### src/rtl/dmem_responder.sv
// rtl/dmem_responder.sv - fixed-latency data-memory responder with valid/ready request handshake
// Optional load/store statistics counters are built when DMEM_STATS_EN is defined.
module dmem_responder #(
    parameter int ADDR_W     = 16,
    parameter int DATA_W     = 16,
    parameter int DEPTH_LOG2 = 8,
    parameter int LATENCY    = 4
) (
    input  logic              clk,
    input  logic              rst,
    input  logic              req_valid,
    input  logic              req_wr,
    input  logic [ADDR_W-1:0] req_addr,
    input  logic [DATA_W-1:0] req_wdata,
    output logic              req_ready,
    input  logic              halt,
    output logic              rsp_valid,
    output logic [DATA_W-1:0] rsp_rdata,
    output logic              rsp_err,
    output logic [15:0]       rd_count,
    output logic [15:0]       wr_count
);

    typedef enum logic [1:0] {
        IDLE = 2'd0,
        BUSY = 2'd1,
        RESP = 2'd2
    } state_t;

    state_t                state_q, state_d;
    logic [3:0]            cnt_q, cnt_d;
    logic                  wr_q, wr_d;
    logic                  err_q, err_d;
    logic [DEPTH_LOG2-1:0] idx_q, idx_d;
    logic [DATA_W-1:0]     wdata_q, wdata_d;
    logic [DATA_W-1:0]     mem_q [2**DEPTH_LOG2];
    logic                  mem_we;

    // Address bits above the word index alias onto the same array entry.
    logic unused_addr_hi;
    assign unused_addr_hi = ^req_addr[ADDR_W-1:DEPTH_LOG2+1];

    always_ff @(posedge clk or negedge rst) begin
        if (!rst) begin
            state_q <= IDLE;
            cnt_q   <= 4'd0;
            wr_q    <= 1'b0;
            err_q   <= 1'b0;
            idx_q   <= '0;
            wdata_q <= '0;
        end else begin
            state_q <= state_d;
            cnt_q   <= cnt_d;
            wr_q    <= wr_d;
            err_q   <= err_d;
            idx_q   <= idx_d;
            wdata_q <= wdata_d;
        end
    end

    always_comb begin
        state_d   = state_q;
        cnt_d     = cnt_q;
        wr_d      = wr_q;
        err_d     = err_q;
        idx_d     = idx_q;
        wdata_d   = wdata_q;
        req_ready = 1'b0;
        rsp_valid = 1'b0;
        case (state_q)
            IDLE: begin
                // Gate on rst so the initiator never sees ready during reset.
                req_ready = ~halt & rst;
                if (req_valid && !halt) begin
                    wr_d    = req_wr;
                    err_d   = req_addr[0];
                    idx_d   = req_addr[DEPTH_LOG2:1];
                    wdata_d = req_wdata;
                    cnt_d   = 4'd1;
                    state_d = BUSY;
                end
            end
            BUSY: begin
                cnt_d = cnt_q + 4'd1;
                if (cnt_q == 4'(LATENCY - 1)) begin
                    state_d = RESP;
                end
            end
            RESP: begin
                rsp_valid = 1'b1;
                state_d   = IDLE;
            end
            default: state_d = IDLE;
        endcase
    end

    assign mem_we    = (state_q == RESP) && wr_q && !err_q;
    assign rsp_err   = rsp_valid & err_q;
    assign rsp_rdata = (rsp_valid && !wr_q && !err_q) ? mem_q[idx_q] : '0;

    // Array is deliberately not reset; an aborted store never reaches RESP.
    always_ff @(posedge clk) begin
        if (mem_we) begin
            mem_q[idx_q] <= wdata_q;
        end
    end

`ifdef DMEM_STATS_EN
    logic [15:0] rd_count_q, rd_count_d;
    logic [15:0] wr_count_q, wr_count_d;

    always_comb begin
        rd_count_d = rd_count_q;
        wr_count_d = wr_count_q;
        if (state_q == RESP && !err_q) begin
            if (wr_q) begin
                if (wr_count_q != 16'hFFFF) wr_count_d = wr_count_q + 16'd1;
            end else begin
                if (rd_count_q != 16'hFFFF) rd_count_d = rd_count_q + 16'd1;
            end
        end
    end

    always_ff @(posedge clk or negedge rst) begin
        if (!rst) begin
            rd_count_q <= 16'd0;
            wr_count_q <= 16'd0;
        end else begin
            rd_count_q <= rd_count_d;
            wr_count_q <= wr_count_d;
        end
    end

    assign rd_count = rd_count_q;
    assign wr_count = wr_count_q;
`else
    assign rd_count = 16'd0;
    assign wr_count = 16'd0;
`endif

endmodule

### config.mk
export PLATFORM = sky130hd
export DESIGN_NAME = dmem_responder
export DESIGN_NICKNAME = d
export VERILOG_FILES = /design/src/rtl/dmem_responder.sv
export SDC_FILE = /design/constraint.sdc
export NUM_CORES = 2
export LEC_CHECK = 0
export BUFFER_PORTS_ARGS = -buffer_cell sky130_fd_sc_hd__buf_2
export CORE_MARGIN = 5
export CORE_UTILIZATION = 35
export CTS_BUF_LIST = sky130_fd_sc_hd__clkbuf_8
export DETAILED_ROUTE_END_ITERATION = 16
export PLACE_DENSITY = 0.5
export SLEW_MARGIN = 40
export SYNTH_ARGS = -nofsm -noshare
export SYNTH_HDL_FRONTEND = slang
export SYNTH_SLANG_ARGS = --single-unit
### constraint.sdc
create_clock -name clk -period 4.4 [get_ports clk]
set_clock_uncertainty 0.1 [all_clocks]
set_input_delay 0.66 -clock clk [delete_from_list [all_inputs] [get_ports clk]]
set_output_delay 0.66 -clock clk [all_outputs]
set_load 0.1 [all_outputs]
==> results.yml <==
run_status:
  status: "complete, but fails checks"
  violations: "negative setup slack"
worst_setup_path:
  r2r_start: "idx_q[1]"
  critPathSlowestCell: "dfrtp_4"
  reg2regPathDepth: 9
  worst-endpoint-arrival_ns: 4.88
  critPathTopFamily: "buffers and inverters"
  cp_cell_sequence: "buf_12 -> buf_16 -> buf_12 -> mux4_2 -> a22oi_2 -> buf_4 -> nand4_1 -> buf_4 -> nor4bb_4 -> buf_4 -> o22ai_4 -> or2_4 -> buf_12"
  worstSetupStartpointType: "register"
  path_buf_inv: 7
  path_class: "reg2out"
  critPathMaxFanout: 8
  regToRegSetupSlack_ns: 0.74
  r2r-end: "mem_q[114][14]"
  slowest_delay_ns: 0.57
  required_ns: 3.64
  cp-end-kind: "output port"
power_and_ir_drop:
  p_leak_nw: 64.0
  p_per_area_mw_per_mm2: 639
  power_mw: 122
  ir_worst_vdd_mv: 0.609
placed_design:
  placed_area_mm2: 0.174
  place_congestion: 0.836
  port_buffers: 48
  dp_slack_ns: -0.816
  dp_cells: 14400
  dp_hpwl_um: 279000
global_route:
  grt_max_degree: 141
  track_usage_pct: 19.1
  grt_pass1_vias: 85500
  antenna_found_initial: 22
  grt_pass1_wl_um: 648000
  grt_overflow: 0
die:
  chipWidth_um: 685
  ios: 88
  die_y_um: 685
  start_util_pct: 35.2
  core.rowCount: 247
  core_mm2: 0.453
  die_area_mm2: 0.469
cts:
  cts.sinks: 4128
  tritoncts.num_buffers: 672
  cts_tree: "yes"
  cts_buffer_depth: 4
  insertion_delay_ns: 1.23
  clkTransAtPathRegs_ns: 0.06
  htreeDepth: 6
  cts_root_buffer: "clkbuf_8"
drt:
  drt_pre_antenna_iters: 7
  drtIter0Drc: 8107
  drt-vias-per-instance: 5.31
  drc: 0
  antenna_left: 0
  wirelength_um: 463000
  avgRoutedWirePerCell_um: 29.2
  vias: 84200
yosys:
  synth_edf_count: 4096
  ys.flop_type: "edfxtp_1"
  synth-simple-area-share_pct: 2.98
  synth_xor_area_share_pct: 0
  synth_largest_area_cell: "edfxtp_1"
  ys_ff_latch: 4128
  syn_area_per_cell_um2: 20.1
  synth_compound_area_share_pct: 3.69
  synthTopCellsByArea: "edfxtp_1 (77%), mux4_2 (7.8%), mux2i_1 (5.7%)"
  syn-cell-area_mm2: 0.159
  ys_seq_area_share_pct: 77.7
  yosysMostFrequentCell: "edfxtp_1"
  postSynthCellCount: 7946
  synth_commonest_cells: "edfxtp_1 (4096), mux2i_1 (913), mux4_2 (554), nor2_1 (301), a22oi_1 (300)"
  yosys.area.top_type_share_pct: 77.2
  synthMuxAreaShare_pct: 14.0
  yosysUniqueCellTypes: 57
  synth_top_family_by_area: "multiplexers"
  async_flop_share_pct: 0.775
  synth_fa_ha_area_share_pct: 0.00785
  yosys_warnings: 0
sta:
  setup_viol_count_final: 16
  slew_viol_final: 0
  tns_ns: -17.27
  period_minus_slack_ns: 5.64
  rsz0062_at_grt: "true"
  fmax_mhz: 177
  worst_pin_slew_ns: 0.998
  fin_crit_sh_pct: 128
  slew_headroom_pct: 33.5
  final.setup.worst_slack_ns: -1.24
  hold_violations: 0
  holdWs_ns: 0.150
worst_hold_path:
  hp-class: "in2reg"
  hold_depth: 3
  hp-start: "req_wdata[15]"
  whs_endpoint: "wdata_q[15]"
final_layout:
  drive_gt1_share_pct: 29.7
  fin_util_pct: 42.1
  syn2layout_area_growth_pct: 19.7
  final_cell_area_mm2: 0.191
  finalNetCount: 9356
  layout.cells.non_filler: 15800
job:
  cap_violations: 0
## timing repair
action,CTS,global route
endpoints found under the hold margin,60,0
endpoints found under the setup margin,16,16
pin swaps,68,69
resized for setup,295,139
setup buffers,77,71
gates cloned,16,9
hold buffers,44,0
## power breakdown
group / leakage, nW / switching, mW / internal (mW)
combinational: 19.8 / 24.2 / 16.2
clock: 6.95 / 15.3 / 15.4
sequential: 37.2 / 1.38 / 49.4
total: 64.0 / 40.9 / 80.9
## routing by layer
layer | wire (um) | global-route usage, % | vias up | part of all wire (%)
met3 | 28700 | 3.10 | 683 | 6.2
met2 | 219000 | 30.6 | 2827 | 47
li1 | - | - | 35700 | -
met1 | 199000 | 26.8 | 44900 | 43
met4 | 15800 | 6.15 | 2 | 3.4
met5 | 13 | 0 | - | 0.0028
## worst reg2reg max path: stages (launching register included)
cell and delay (ns):
dfrtp_4 0.43, buf_12 0.17, buf_12 0.27, buf_12 0.24, buf_12 0.29, nand2_1 0.11
nor2_1 0.33, nand2_2 0.44, nor2_1 0.71, buf_12 0.24
## cell families (layout without fill, tap and decap cells)
group | Yosys count | count (layout)
flip-flops | 4128 | 4128
buffers and inverters | 516 | 2388
multiplexers | 1524 | 1524
adder cells (fa/ha/maj) | 1 | 1
AO/OA/AOI/OAI | 829 | 829
AND/OR/NAND/NOR | 947 | 947
other | 1 | 46
## layout make-up
| class | instances | area, um2 |
|---|---|---|
| clock inverter | 514 | 2670 |
| multi-input combinational | 3333 | 35000 |
| sequential | 4128 | 124000 |
| tap | 5976 | 7480 |
| inverter | 3 | 12.5 |
| antenna | 14 | 35.0 |
| timing repair buffer | 1180 | 12200 |
| fill | 39900 | 262000 |
| clock buffer | 691 | 9510 |
## layout by cell type (no fill, tap or decap), types with 164 or more instances in the layout
cell	instances
inv_1	205
mux4_2	554
edfxtp_1	4096
clkinv_1	182
buf_12	164
nor2_1	219
clkbuf_8	691
buf_4	823
a22oi_1	251
o22ai_1	255
mux2i_1	912
## worst max path at each step
| stage | from | end | depth (start not counted) |
|---|---|---|---|
| 3_5_place_dp | idx_q[0] | rsp_rdata[0] | 14 |
| 6_report | idx_q[0] | rsp_rdata[0] | 13 |
| 3_3_place_gp | idx_q[0] | rsp_rdata[8] | 13 |
| 4_1_cts | idx_q[0] | rsp_rdata[1] | 12 |
| 2_1_floorplan | wdata_q[0] | mem_q[0][0] | 0 |
| 5_1_grt | idx_q[0] | rsp_rdata[0] | 13 |
## state kept, by name (all words and copies together) (netlist names)
name	flops
wdata_q	16
cnt_q	4
wr_q	1
err_q	1
idx_q	8
mem_q	4096
state_q	2
No activity file was read; power rests on OpenSTA's default activity.
